--- src/rtl/spi_slave_frame_if.sv ---
// Word-level side of spi_slave_frame: transmit source, receive sink and FSM state.
// Handshake: tx_data is consumed on the sys_clk edge where tx_valid & tx_ready are both high.
// rx_valid is a one-cycle strobe with no back-pressure; rx_data is held until the next strobe.
interface spi_slave_frame_if #(
  parameter int DATA_W = 8
);
  logic [DATA_W-1:0] tx_data;
  logic              tx_valid;
  logic              tx_ready;
  logic [DATA_W-1:0] rx_data;
  logic              rx_valid;
  logic [1:0]        state_dbg;

  modport slave (
    input  tx_data,
    input  tx_valid,
    output tx_ready,
    output rx_data,
    output rx_valid,
    output state_dbg
  );

  modport master (
    output tx_data,
    output tx_valid,
    input  tx_ready,
    input  rx_data,
    input  rx_valid,
    input  state_dbg
  );
endinterface

--- src/rtl/spi_slave_frame.sv ---
// SPI slave for multi-word frames: synchronises the pins into sys_clk, deserialises mosi
// into words and serialises words pulled from a valid/ready source onto miso.
module spi_slave_frame #(
  parameter int                DATA_W      = 8,
  parameter logic              CPOL        = 1'b1,
  parameter logic              CPHA        = 1'b1,
  parameter logic              MSB_FIRST   = 1'b1,
  parameter int                SYNC_STAGES = 2,
  parameter logic [DATA_W-1:0] TX_IDLE     = '0,
  parameter int                CNT_W       = 8
) (
  input  logic             sys_clk,
  input  logic             sys_rst_n,
  input  logic             cs_n,
  input  logic             sclk,
  input  logic             mosi,
  output logic             miso,
  output logic             miso_oe,
  spi_slave_frame_if.slave bus,
  output logic             tx_underrun,
  output logic             frame_done,
  output logic             frame_abort,
  output logic [CNT_W-1:0] word_cnt,
  output logic             busy
);

  localparam int BIT_W = (DATA_W > 1) ? $clog2(DATA_W) : 1;
  localparam logic [BIT_W-1:0] LAST_BIT = BIT_W'(DATA_W - 1);

  localparam logic [1:0] S_IDLE   = 2'd0;
  localparam logic [1:0] S_LOAD   = 2'd1;
  localparam logic [1:0] S_ACTIVE = 2'd2;
  localparam logic [1:0] S_END    = 2'd3;

  logic [SYNC_STAGES-1:0] cs_sync_q, cs_sync_d;
  logic [SYNC_STAGES-1:0] sclk_sync_q, sclk_sync_d;
  logic [SYNC_STAGES-1:0] mosi_sync_q, mosi_sync_d;
  logic                   cs_dly_q, cs_dly_d;
  logic                   sclk_dly_q, sclk_dly_d;

  logic [1:0]        state_q, state_d;
  logic [BIT_W-1:0]  bit_cnt_q, bit_cnt_d;
  logic [CNT_W-1:0]  word_cnt_q, word_cnt_d;
  logic [DATA_W-1:0] tx_shift_q, tx_shift_d;
  logic [DATA_W-1:0] rx_shift_q, rx_shift_d;
  logic [DATA_W-1:0] rx_data_q, rx_data_d;
  logic              rx_valid_q, rx_valid_d;
  logic              miso_oe_q, miso_oe_d;

  logic cs_s, sclk_s, mosi_s;
  logic cs_fall;
  logic lead_edge, trail_edge, sample_edge, shift_edge;
  logic tx_load, tx_shift_en;
  logic tx_bit;

  always_comb begin
    cs_sync_d   = {cs_sync_q[SYNC_STAGES-2:0], cs_n};
    sclk_sync_d = {sclk_sync_q[SYNC_STAGES-2:0], sclk};
    mosi_sync_d = {mosi_sync_q[SYNC_STAGES-2:0], mosi};
    cs_dly_d    = cs_sync_q[SYNC_STAGES-1];
    sclk_dly_d  = sclk_sync_q[SYNC_STAGES-1];
  end

  assign cs_s   = cs_sync_q[SYNC_STAGES-1];
  assign sclk_s = sclk_sync_q[SYNC_STAGES-1];
  assign mosi_s = mosi_sync_q[SYNC_STAGES-1];

  // Leading edge leaves the idle level CPOL, trailing edge returns to it.
  assign cs_fall     = cs_dly_q & ~cs_s;
  assign lead_edge   = (sclk_dly_q == CPOL) && (sclk_s != CPOL);
  assign trail_edge  = (sclk_dly_q != CPOL) && (sclk_s == CPOL);
  assign sample_edge = CPHA ? trail_edge : lead_edge;
  assign shift_edge  = CPHA ? lead_edge : trail_edge;

  always_comb begin
    state_d     = state_q;
    bit_cnt_d   = bit_cnt_q;
    word_cnt_d  = word_cnt_q;
    rx_shift_d  = rx_shift_q;
    rx_data_d   = rx_data_q;
    rx_valid_d  = 1'b0;
    tx_load     = 1'b0;
    tx_shift_en = 1'b0;

    case (state_q)
      S_IDLE: begin
        if (cs_fall) begin
          state_d = S_LOAD;
        end
      end

      S_LOAD: begin
        tx_load    = 1'b1;
        bit_cnt_d  = '0;
        word_cnt_d = '0;
        state_d    = S_ACTIVE;
      end

      S_ACTIVE: begin
        // cs_n rising takes priority: any sclk edge seen in the same cycle is dropped.
        if (cs_s) begin
          state_d = S_END;
        end else if (sample_edge) begin
          rx_shift_d = MSB_FIRST ? {rx_shift_q[DATA_W-2:0], mosi_s}
                                 : {mosi_s, rx_shift_q[DATA_W-1:1]};
          if (bit_cnt_q == LAST_BIT) begin
            rx_data_d  = rx_shift_d;
            rx_valid_d = 1'b1;
            bit_cnt_d  = '0;
            word_cnt_d = (word_cnt_q == {CNT_W{1'b1}}) ? word_cnt_q : word_cnt_q + 1'b1;
          end else begin
            bit_cnt_d = bit_cnt_q + 1'b1;
          end
        end else if (shift_edge) begin
          // With CPHA=1 the first leading edge of a frame finds the LOAD word already on miso.
          if (bit_cnt_q != '0) begin
            tx_shift_en = 1'b1;
          end else if (!CPHA || (word_cnt_q != '0)) begin
            tx_load = 1'b1;
          end
        end
      end

      S_END: begin
        bit_cnt_d = '0;
        state_d   = S_IDLE;
      end

      default: begin
        state_d = S_IDLE;
      end
    endcase
  end

  always_comb begin
    tx_shift_d = tx_shift_q;
    if (tx_load) begin
      tx_shift_d = bus.tx_valid ? bus.tx_data : TX_IDLE;
    end else if (tx_shift_en) begin
      tx_shift_d = MSB_FIRST ? {tx_shift_q[DATA_W-2:0], 1'b0}
                             : {1'b0, tx_shift_q[DATA_W-1:1]};
    end
  end

  assign miso_oe_d = (state_d == S_ACTIVE);

  always_ff @(posedge sys_clk or negedge sys_rst_n) begin
    if (!sys_rst_n) begin
      cs_sync_q   <= {SYNC_STAGES{1'b1}};
      sclk_sync_q <= {SYNC_STAGES{CPOL}};
      mosi_sync_q <= '0;
      cs_dly_q    <= 1'b1;
      sclk_dly_q  <= CPOL;
      state_q     <= S_IDLE;
      bit_cnt_q   <= '0;
      word_cnt_q  <= '0;
      tx_shift_q  <= '0;
      rx_shift_q  <= '0;
      rx_data_q   <= '0;
      rx_valid_q  <= 1'b0;
      miso_oe_q   <= 1'b0;
    end else begin
      cs_sync_q   <= cs_sync_d;
      sclk_sync_q <= sclk_sync_d;
      mosi_sync_q <= mosi_sync_d;
      cs_dly_q    <= cs_dly_d;
      sclk_dly_q  <= sclk_dly_d;
      state_q     <= state_d;
      bit_cnt_q   <= bit_cnt_d;
      word_cnt_q  <= word_cnt_d;
      tx_shift_q  <= tx_shift_d;
      rx_shift_q  <= rx_shift_d;
      rx_data_q   <= rx_data_d;
      rx_valid_q  <= rx_valid_d;
      miso_oe_q   <= miso_oe_d;
    end
  end

  assign tx_bit        = MSB_FIRST ? tx_shift_q[DATA_W-1] : tx_shift_q[0];
  assign miso          = miso_oe_q & tx_bit;
  assign miso_oe       = miso_oe_q;
  assign bus.tx_ready  = tx_load & bus.tx_valid;
  assign tx_underrun   = tx_load & ~bus.tx_valid;
  assign bus.rx_data   = rx_data_q;
  assign bus.rx_valid  = rx_valid_q;
  assign bus.state_dbg = state_q;
  assign frame_done    = (state_q == S_END);
  assign frame_abort   = (state_q == S_END) && (bit_cnt_q != '0);
  assign word_cnt      = word_cnt_q;
  assign busy          = (state_q != S_IDLE);

endmodule

--- src/flat_wrapper.sv ---
// flat-port wrapper written by rule: the top's interface ports become plain ports
module spi_slave_frame_flat 
#(
  parameter int                DATA_W      = 8,
  parameter logic              CPOL        = 1'b1,
  parameter logic              CPHA        = 1'b1,
  parameter logic              MSB_FIRST   = 1'b1,
  parameter int                SYNC_STAGES = 2,
  parameter logic [DATA_W-1:0] TX_IDLE     = '0,
  parameter int                CNT_W       = 8
)
  (sys_clk, sys_rst_n, cs_n, sclk, mosi, miso, miso_oe, tx_underrun, frame_done, frame_abort, word_cnt, busy, bus_tx_data, bus_tx_valid, bus_tx_ready, bus_rx_data, bus_rx_valid, bus_state_dbg);
  spi_slave_frame_if #(.DATA_W(DATA_W)) bus_i ();
  input  logic sys_clk;
  input  logic sys_rst_n;
  input  logic cs_n;
  input  logic sclk;
  input  logic mosi;
  output logic miso;
  output logic miso_oe;
  output logic tx_underrun;
  output logic frame_done;
  output logic frame_abort;
  output logic [CNT_W-1:0] word_cnt;
  output logic busy;
  input wire logic [$bits(bus_i.tx_data)-1:0] bus_tx_data;
  input wire logic [$bits(bus_i.tx_valid)-1:0] bus_tx_valid;
  output wire logic [$bits(bus_i.tx_ready)-1:0] bus_tx_ready;
  output wire logic [$bits(bus_i.rx_data)-1:0] bus_rx_data;
  output wire logic [$bits(bus_i.rx_valid)-1:0] bus_rx_valid;
  output wire logic [$bits(bus_i.state_dbg)-1:0] bus_state_dbg;
  assign bus_i.tx_data = bus_tx_data;
  assign bus_i.tx_valid = bus_tx_valid;
  assign bus_tx_ready = bus_i.tx_ready;
  assign bus_rx_data = bus_i.rx_data;
  assign bus_rx_valid = bus_i.rx_valid;
  assign bus_state_dbg = bus_i.state_dbg;
  spi_slave_frame #(.DATA_W(DATA_W), .CPOL(CPOL), .CPHA(CPHA), .MSB_FIRST(MSB_FIRST), .SYNC_STAGES(SYNC_STAGES), .TX_IDLE(TX_IDLE), .CNT_W(CNT_W)) u_core (.sys_clk(sys_clk), .sys_rst_n(sys_rst_n), .cs_n(cs_n), .sclk(sclk), .mosi(mosi), .miso(miso), .miso_oe(miso_oe), .bus(bus_i), .tx_underrun(tx_underrun), .frame_done(frame_done), .frame_abort(frame_abort), .word_cnt(word_cnt), .busy(busy));
endmodule
--- config.mk ---
export PLATFORM = sky130hd
export DESIGN_NAME = spi_slave_frame_flat
export DESIGN_NICKNAME = d
export VERILOG_FILES = /design/src/rtl/spi_slave_frame_if.sv /design/src/rtl/spi_slave_frame.sv /design/src/flat_wrapper.sv
export SDC_FILE = /design/constraint.sdc
export NUM_CORES = 1
export LEC_CHECK = 0
export ABC_CLOCK_PERIOD_IN_PS = 2900
export BUFFER_PORTS_ARGS = -buffer_cell sky130_fd_sc_hd__buf_2
export CAP_MARGIN = 20
export CORE_MARGIN = 1
export CORE_UTILIZATION = 55
export CTS_CLUSTER_SIZE = 12
export DETAILED_ROUTE_END_ITERATION = 10
export HOLD_SLACK_MARGIN = 0.12
export PLACE_DENSITY = 0.76
export SETUP_SLACK_MARGIN = 0.3
export SLEW_MARGIN = 0
export SYNTH_ARGS = -nofsm -noshare
export SYNTH_HDL_FRONTEND = slang
export SYNTH_SLANG_ARGS = --single-unit
--- constraint.sdc ---
create_clock -name sys_clk -period 2.9 [get_ports sys_clk]
set_clock_uncertainty 0.2 [all_clocks]
set_input_delay 0.58 -clock sys_clk [delete_from_list [all_inputs] [get_ports sys_clk]]
set_output_delay 0.58 -clock sys_clk [all_outputs]
set_load 0.05 [all_outputs]
Word level (Yosys, flattened, before mapping)
Cells that the tools add are included.
W data, S select, Z words.
{ "op_classes": {"add_sub_neg": 2, "mul": 0, "n_div": 0, "n_lt_le_gt_ge": 0, "eq_ne": 10, "n_shift": 0, "mux": 30, "bitwise": 8, "n_reduce_logical": 15} }
{ "ops": {"columns": ["cell", "n"], "rows": [
  ["$mux W8", 7],
  ["$pmux W8 S2", 1],
  ["$mux W1", 14],
  ["$mux W3", 3],
  ["$add A8 B1 Y8 const B", 1],
  ["$eq A8 B8 Y1 const B", 1],
  ["$pmux W2 S4", 1],
  ["$reduce_bool A2 Y1", 4],
  ["$reduce_bool A8 Y1", 1],
  ["$eq A2 B2 Y1 const B", 3],
  ["$pmux W3 S2", 1],
  ["$reduce_and A3 Y1", 2],
  ["$reduce_and A5 Y1", 1],
  ["$and A1 B1 Y1", 4],
  ["$mux W2", 2],
  ["$ne A2 B1 Y1 const B", 2],
  ["$ne A2 B2 Y1 const B", 2],
  ["$not A1 Y1", 4],
  ["$reduce_and A4 Y1", 1],
  ["$add A3 B1 Y3 const B", 1],
  ["$eq A3 B3 Y1 const B", 1],
  ["$logic_and A1 B1 Y1", 3],
  ["$reduce_bool A3 Y1", 1],
  ["$eq A2 B1 Y1 const B", 1],
  ["other kinds (3)", 3]
]} }
{ "word_totals": {"reg_bits": 46, "latch_bits": 0, "ram_bits": 0, "romBits": 0, "in_bits": 14, "output_inout_bits": 26, "elab_cells": 78, "n_memories": 0} }

Logic depth before layout (Yosys ltp)
Gate-level depths: netlist (run 1).
{ "logic_depth": {"depth_word": 8, "mapped_depth": 8, "depth_no_buf": 6} }

Worst setup path after synthesis (run 1)
OpenSTA, ideal clock, no wires.
{ "synth_path": {"path_type": "reg2out", "startpoint": "reg u_core.state_q[0] (netlist: u_core.bus.state_dbg[0])", "endpoint": "out tx_underrun", "arrival_time_ns": 2.562, "required_ns": 2.120, "setup_slack_ns": -0.442, "path_stages_with_launch": 6, "path_buffers": 0, "path_cell_list": "dfrtp_1 -> inv_1 -> ha_1 -> nor4bb_1 -> o2111ai_2 -> a21oi_1"} }
{ "synth_via": {"elab_chain_cells": 3, "elab_cells_between_ends": 4, "classes_between": "eq/ne: 2; mux: 1; bitwise: 1"} }
{ "synth_lines": {"columns": ["element", "line_no", "source"], "rows": [
  ["start: declaration", "spi_slave_frame.sv:41", "logic [1:0] state_q, state_d;"],
  ["start signal: assignment", "spi_slave_frame.sv:168", "state_q <= state_d;"],
  ["$eq A2 B2 Y1 / $eq A2 B1 Y1 (equally long branches)", "spi_slave_frame.sv:85", "case (state_q)"],
  ["$pmux W1 S2 (*)", "spi_slave_frame.sv:85", null],
  ["$and A1 B1 Y1 (*)", "spi_slave_frame.sv:183", "assign tx_underrun = tx_load & ~bus.tx_valid;"],
  ["end: declaration", "flat_wrapper.sv:21", "output logic tx_underrun;"]
]} }
Mark *: on every way between the ends. The rest lies on a longest branch, timed or not.

Final worst setup path (run 1)
{ "layout_path": {"startpoint": "reg u_core.word_cnt_q[4] (netlist: u_core.word_cnt[4])", "endpoint": "out bus_tx_ready"} }
{ "layout_via": {"elab_chain_cells": 8} }
{ "layout_lines": {"columns": ["element", "line_no", "source"], "rows": [
  ["start: declaration", "spi_slave_frame.sv:43", "logic [CNT_W-1:0] word_cnt_q, word_cnt_d;"],
  ["start signal: assignment", "spi_slave_frame.sv:170", "word_cnt_q <= word_cnt_d;"],
  ["$reduce_bool A8 Y1", "spi_slave_frame.sv:118", "end else if (!CPHA || (word_cnt_q != '0)) begin"],
  ["$mux W1", "spi_slave_frame.sv:118", null],
  ["$mux W1", "spi_slave_frame.sv:116", "if (bit_cnt_q != '0) begin"],
  ["$mux W1", "spi_slave_frame.sv:114", "end else if (shift_edge) begin"],
  ["$mux W1", "spi_slave_frame.sv:103", "end else if (sample_edge) begin"],
  ["$mux W1", "spi_slave_frame.sv:101", "if (cs_s) begin"],
  ["$pmux W1 S2", "spi_slave_frame.sv:85", null],
  ["$and A1 B1 Y1", "spi_slave_frame.sv:182", "assign bus.tx_ready = tx_load & bus.tx_valid;"],
  ["end: declaration", "flat_wrapper.sv:28", "output wire logic [$bits(bus_i.tx_ready)-1:0] bus_tx_ready;"]
]} }
Every way passes these cells.

==> impl_metrics.json, run 1 <==
{
  "dieHeight_um": 65.9,
  "die_width_um": 65.9,
  "critPathLaunch": "u_core.word_cnt[4]",
  "antenna_found_initial": 0,
  "vias": 1798,
  "place_inst": 287,
  "r2r-end": "u_core.word_cnt[5]",
  "yosysSeqAreaShare_pct": 51.6,
  "final-hold-violation-count": 0,
  "synth_seq_cells": 46,
  "min_path_type": "register to register",
  "place_hpwl_um": 3130,
  "whs_path_depth": 0,
  "grt_pass1_vias": 1681,
  "cts_tree": "yes",
  "clkLatencyLatePin_ns": 0.30,
  "outcome": "complete, no violations",
  "first_pass_iters": 4,
  "path_clk_slew_ns": 0.09,
  "synth_area_sq_um": 2250,
  "n_antenna_cell": 0,
  "cp-end-kind": "output port",
  "timing.rr.start": "u_core.bit_cnt_q[0]",
  "synth-main-ff-cell": "dfrtp_1",
  "drtAntennaViolNets": 0,
  "period_share_pct": 92.8,
  "slew_headroom_pct": 75.4,
  "required_ns": 2.12,
  "drc": 0,
  "endpoint": "bus_tx_ready",
  "start_kind": "register",
  "nets": 283,
  "grt_usage_pct": 23.9,
  "min_period_ns": 2.69,
  "start_util_pct": 59.1,
  "fin_tns_setup_ns": 0,
  "reg2reg_depth": 6,
  "cts_root_buf": "clkbuf_8",
  "utilization_pct": 74.0,
  "syn_nets": 223,
  "grt_overflow": 0,
  "worst_pin_slew_ns": 0.367,
  "grt_pass1_wl_um": 7810,
  "fin_cells": 308,
  "clk_path_buf_depth": 2,
  "r2r_slack_ns": 0.50,
  "synth_edf_count": 0,
  "fp.dieArea_sq_um": 4340,
  "num_rows": 22,
  "route.detailed.wl_per_inst_um": 15.2,
  "synthDistinctLibCells": 45,
  "path_class": "register to output port",
  "p_leak_nw": 1.35,
  "netlist_instances": 199,
  "max_freq_ghz": 0.372,
  "place.gp.congestion": 0.798,
  "synthToLayoutAreaGrowth_pct": 25.2,
  "cts_made_buffers": 5,
  "cap_violations": 0,
  "grt_max_degree": 28,
  "yosys_warnings": 0,
  "synthArstFlopShare_pct": 100,
  "vdd_ir_drop_max_mv": 0.585,
  "timing.final.max_slew_violations": 0,
  "htreeDepth": 2,
  "rsz0062_at_grt": "true",
  "crit_arrival_ns": 1.91,
  "vias_per_cell": 5.84,
  "drtIter0Drc": 145,
  "setup_viol": 0,
  "core_area_sq_um": 3800,
  "boundaryPins": 40,
  "crit_fanout": 3,
  "wirelength_um": 4680,
  "drive_above_1_share_pct": 44.6,
  "avgSynthCellArea_sq_um": 11.3,
  "clock-sinks": 46,
  "portBuffers": 39,
  "power_density_nw_per_um2": 783
}
[repair_timing]
item	4_1_cts	5_1_grt
pin swaps	3	3
hold buffers	1	0
resized for setup	4	9
setup endpoints to repair	2	2
endpoints found under the hold margin	4	0
buffers inserted	8	4
[state kept, by name, indices dropped and copies added, names as in the netlist]
signal,cells
u_core.bus.rx_data,8
u_core.tx_shift_q,8
u_core.sclk_sync_q,2
u_core.cs_dly_q,1
u_core.bus.state_dbg,2
u_core.sclk_dly_q,1
u_core.bit_cnt_q,3
u_core.rx_shift_q,7
u_core.cs_sync_q,2
u_core.miso_oe,1
u_core.bus.rx_valid,1
u_core.mosi_sync_q,2
u_core.word_cnt,8
[worst max-delay path: stages (launching register included)]
cell and delay (ns):
dfrtp_2 0.42, or4_4 0.58, o2111ai_4 0.23, nand2_2 0.08, and2_4 0.16, buf_8 0.14
[cell usage in the layout (no fill, tap or decap), types with 3 or more instances in the layout]
cell type   n
inv_1       9
buf_2      37
mux2_2     16
nor2_1      4
dfrtp_1    34
o211ai_1   10
ha_1        9
or4_1       3
a31oi_1     6
dfstp_2     6
buf_4      20
clkbuf_8    6
nor3_1     10
nand3_1    19
dfrtp_2     6
nand2_1     8
o21ai_0     5
a21oi_1     4
inv_2       3
[cell usage after synthesis (5+ instances only)]
cell,count,area [sq um]
nand2_1,9,33.8
clkbuf_1,5,18.8
inv_1,12,45.0
dfrtp_1,40,1000
dfstp_2,6,158
nor3_1,10,50.1
a21oi_1,5,25.0
ha_1,10,125
nand3_1,19,95.1
o211ai_1,10,75.1
a31oi_1,6,37.5
o21ai_0,5,25.0
mux2_2,16,180
[power by group]
group | switching [mW] | internal (mW) | leakage (nW)
clock | 0.233 | 0.197 | 0.0478
combinational | 0.599 | 0.339 | 0.730
sequential | 0.0781 | 0.756 | 0.572
total | 0.910 | 1.29 | 1.35
[layout make-up]
| cell class | count | area, sq um |
|---|---|---|
| clock buffer | 6 | 82.6 |
| clock inverter | 2 | 16.3 |
| fill | 264 | 986 |
| inverter | 14 | 52.6 |
| multi-input combinational | 131 | 1050 |
| sequential | 46 | 1170 |
| tap | 48 | 60.1 |
| timing repair buffer | 61 | 383 |
[stage by stage]
| step | instance area (sq um) | setup slack (ns) | hold WS (ns) | power, mW |
|---|---|---|---|---|
| CTS | 2760 | 0.137 | 0.157 | 2.17 |
| finish | 2810 | 0.210 | 0.155 | 2.20 |
| global route | 2810 | 0.127 | 0.156 | 2.33 |
| floorplan | 2300 | 0.324 | 0.0844 | 1.49 |
| detailed placement | 2580 | 0.248 | 0.136 | 1.72 |
| global placement | 2580 | 0.267 | 0.132 | 1.72 |
[layer usage]
layer,global-route usage [%],up-vias,part of all wire (%)
met5,0,-,0
met3,6.38,4,4.3
met1,31.0,885,45
met2,38.9,47,49
met4,6.79,0,0.77
li1,-,862,-
[kinds of logic after synthesis]
family / share of synthesized area (%)
adder cells (fa/ha/maj): 5.57
multiplexers: 8.02
flip-flops: 51.6
AND/OR/NAND/NOR: 16.1
AO/OA/AOI/OAI: 14.4
buffers and inverters: 4.35
[worst min-delay path by stage]
stage | start | endpoint | slack [ns]
2_1_floorplan | sys_rst_n | u_core.bit_cnt_q[0] | 0.08
3_3_place_gp | u_core.mosi_sync_q[0] | u_core.mosi_sync_q[1] | 0.13
3_5_place_dp | u_core.mosi_sync_q[0] | u_core.mosi_sync_q[1] | 0.14
4_1_cts | sclk | u_core.sclk_sync_q[0] | 0.16
5_1_grt | sclk | u_core.sclk_sync_q[0] | 0.16
6_report | u_core.mosi_sync_q[0] | u_core.mosi_sync_q[1] | 0.15
Note: power is estimated with default switching activity, not from simulation.
==> run 2: changes to the inputs <==
ABC_CLOCK_PERIOD_IN_PS = 3300   (was 2900)
CORE_UTILIZATION = 59   (was 55)
PLACE_DENSITY = 0.81   (was 0.76)
clock period = 3.3 ns   (was 2.9 ns; I/O delays follow)
==> run 2 against run 1 <==
Effect of this change: non-clock buffer count is 9 lower; final cell count is 2.9% lower; sequential power is 12% lower; via count is 1.1% lower; global-route usage is 1.1 points higher; critical path depth stayed put; setup slack better by 0.16 ns; clock-buffer cell count stayed put; power is 17% lower; critical path type unchanged.
==> impl_metrics.json, run 2 (same netlist as run 1, synthesis figures left out) <==
{
  "nets": 274,
  "path_clk_slew_ns": 0.07,
  "final_cell_mix": "buf_2, dfrtp_1, nand3_1",
  "dieHeight_um": 63.7,
  "final_common_cell": "buf_2",
  "crit_chain": "or4_4 > o2111ai_4 > nand2_2 > and2_2 > buf_4",
  "htreeDepth": 2,
  "power_density_nw_per_um2": 679,
  "vdd_ir_drop_max_mv": 0.469,
  "drive_above_1_share_pct": 39.8,
  "slowest_delay_ns": 0.58,
  "synthToLayoutAreaGrowth_pct": 20.3,
  "rsz0062_at_grt": "true",
  "grt_overflow": 0,
  "first_pass_iters": 4,
  "drtIter0Drc": 167,
  "setup_viol": 0,
  "crit_arrival_ns": 2.07,
  "period_share_pct": 88.7,
  "die_width_um": 63.7,
  "cts_made_buffers": 5,
  "start_util_pct": 61.3,
  "worst_pin_slew_ns": 0.589,
  "place_hpwl_um": 3130,
  "cap_violations": 0,
  "utilization_pct": 73.8,
  "outcome": "complete, no violations",
  "slew_headroom_pct": 60.5,
  "vias_per_cell": 5.95,
  "wirelength_um": 4630,
  "drc": 0,
  "min_path_type": "register to register",
  "fin_tns_setup_ns": 0,
  "crit_fanout": 5,
  "grt_pass1_vias": 1655,
  "max_freq_ghz": 0.342,
  "final-hold-violation-count": 0,
  "timing.final.max_slew_violations": 0,
  "boundaryPins": 40,
  "slowest_stage": "or4_4",
  "cts_root_buf": "clkbuf_8",
  "place.gp.congestion": 0.847,
  "n_antenna_cell": 0,
  "min_period_ns": 2.93,
  "clock-sinks": 46,
  "drtAntennaViolNets": 0,
  "route.detailed.wl_per_inst_um": 15.5,
  "p_leak_nw": 1.30,
  "grt_max_degree": 19,
  "clk_path_buf_depth": 2,
  "cp-end-kind": "output port",
  "vias": 1778,
  "portBuffers": 39,
  "start_kind": "register",
  "required_ns": 2.44,
  "core_area_sq_um": 3660,
  "grt_usage_pct": 25.0,
  "cts_tree": "yes",
  "num_rows": 22,
  "clkLatencyLatePin_ns": 0.30,
  "path_class": "register to output port",
  "antenna_found_initial": 0,
  "fp.dieArea_sq_um": 4060,
  "grt_pass1_wl_um": 7580
}
-- run 2: cell count changes in the layout (fill, tap and decap cells not counted), moves of 2 or more --
cell | previous run | this run
nor2b_1 | 0 | 2
inv_1 | 9 | 11
nor2b_2 | 2 | 0
buf_4 | 20 | 13
inv_2 | 3 | 1
-- run 2: routing by layer --
layer  vias up  track usage (%)  part of all wire, %
li1        842                -                    -
met1       860             33.5                   45
met4         0             9.66                  2.2
met5         -                0                    0
met2        63             38.4                   47
met3        13             6.88                  5.7
-- run 2: worst paths after layout --
check,start,endpoint,slack (ns),depth (start not counted)
max,u_core.word_cnt[5],bus_tx_ready,0.37,5
max reg2reg,u_core.bit_cnt_q[0],u_core.word_cnt[5],0.85,6
max in group asynchronous,sys_rst_n,u_core.sclk_sync_q[1],1.67,3
min reg2reg,u_core.cs_sync_q[0],u_core.cs_sync_q[1],0.16,0
min,u_core.cs_sync_q[0],u_core.cs_sync_q[1],0.16,0
min in group asynchronous,sys_rst_n,u_core.tx_shift_q[1],0.59,2
-- run 2: where the power goes --
part           switching, mW  leakage (nW)  internal (mW)
Clock                  0.185        0.0452          0.149
Combinational          0.517         0.678          0.252
Sequential            0.0676         0.574          0.664
Total                  0.769          1.30           1.07
-- run 2: timing repair --
item / 4_1_cts / 5_1_grt
setup endpoints to repair: 2 / 2
resized for setup: 6 / 5
endpoints found under the hold margin: 16 / 0
pin swaps: 1 / 2
setup buffers: 3 / 4
hold buffers: 1 / 0
-- run 2: metrics by stage --
step | setup slack (ns) | cell area (sq um) | hold slack (ns) | power (mW) | instances
2_1_floorplan | 0.331 | 2270 | 0.131 | 1.29 | 199
3_3_place_gp | 0.545 | 2510 | 0.133 | 1.47 | 283
3_5_place_dp | 0.482 | 2510 | 0.147 | 1.47 | 283
4_1_cts | 0.283 | 2660 | 0.158 | 1.83 | 295
5_1_grt | 0.292 | 2700 | 0.160 | 1.95 | 299
6_report | 0.374 | 2700 | 0.157 | 1.83 | 299
-- run 2: final cells by class --
cell class | count | area, sq um
flip-flops and latches | 46 | 1160
multi-input cells | 131 | 1030
fillers | 242 | 960
repair buffers | 52 | 304
clock buffers | 6 | 72.6
well taps | 48 | 60.1
inverters | 14 | 52.6
clock inverters | 2 | 13.8
-- run 2: critical path, delay by kind of cell (launching register included) --
family	cells	cell delay (ns)
compound gates	1	0.28
buf+inv	1	0.18
flops	1	0.44
simple gates	3	0.87
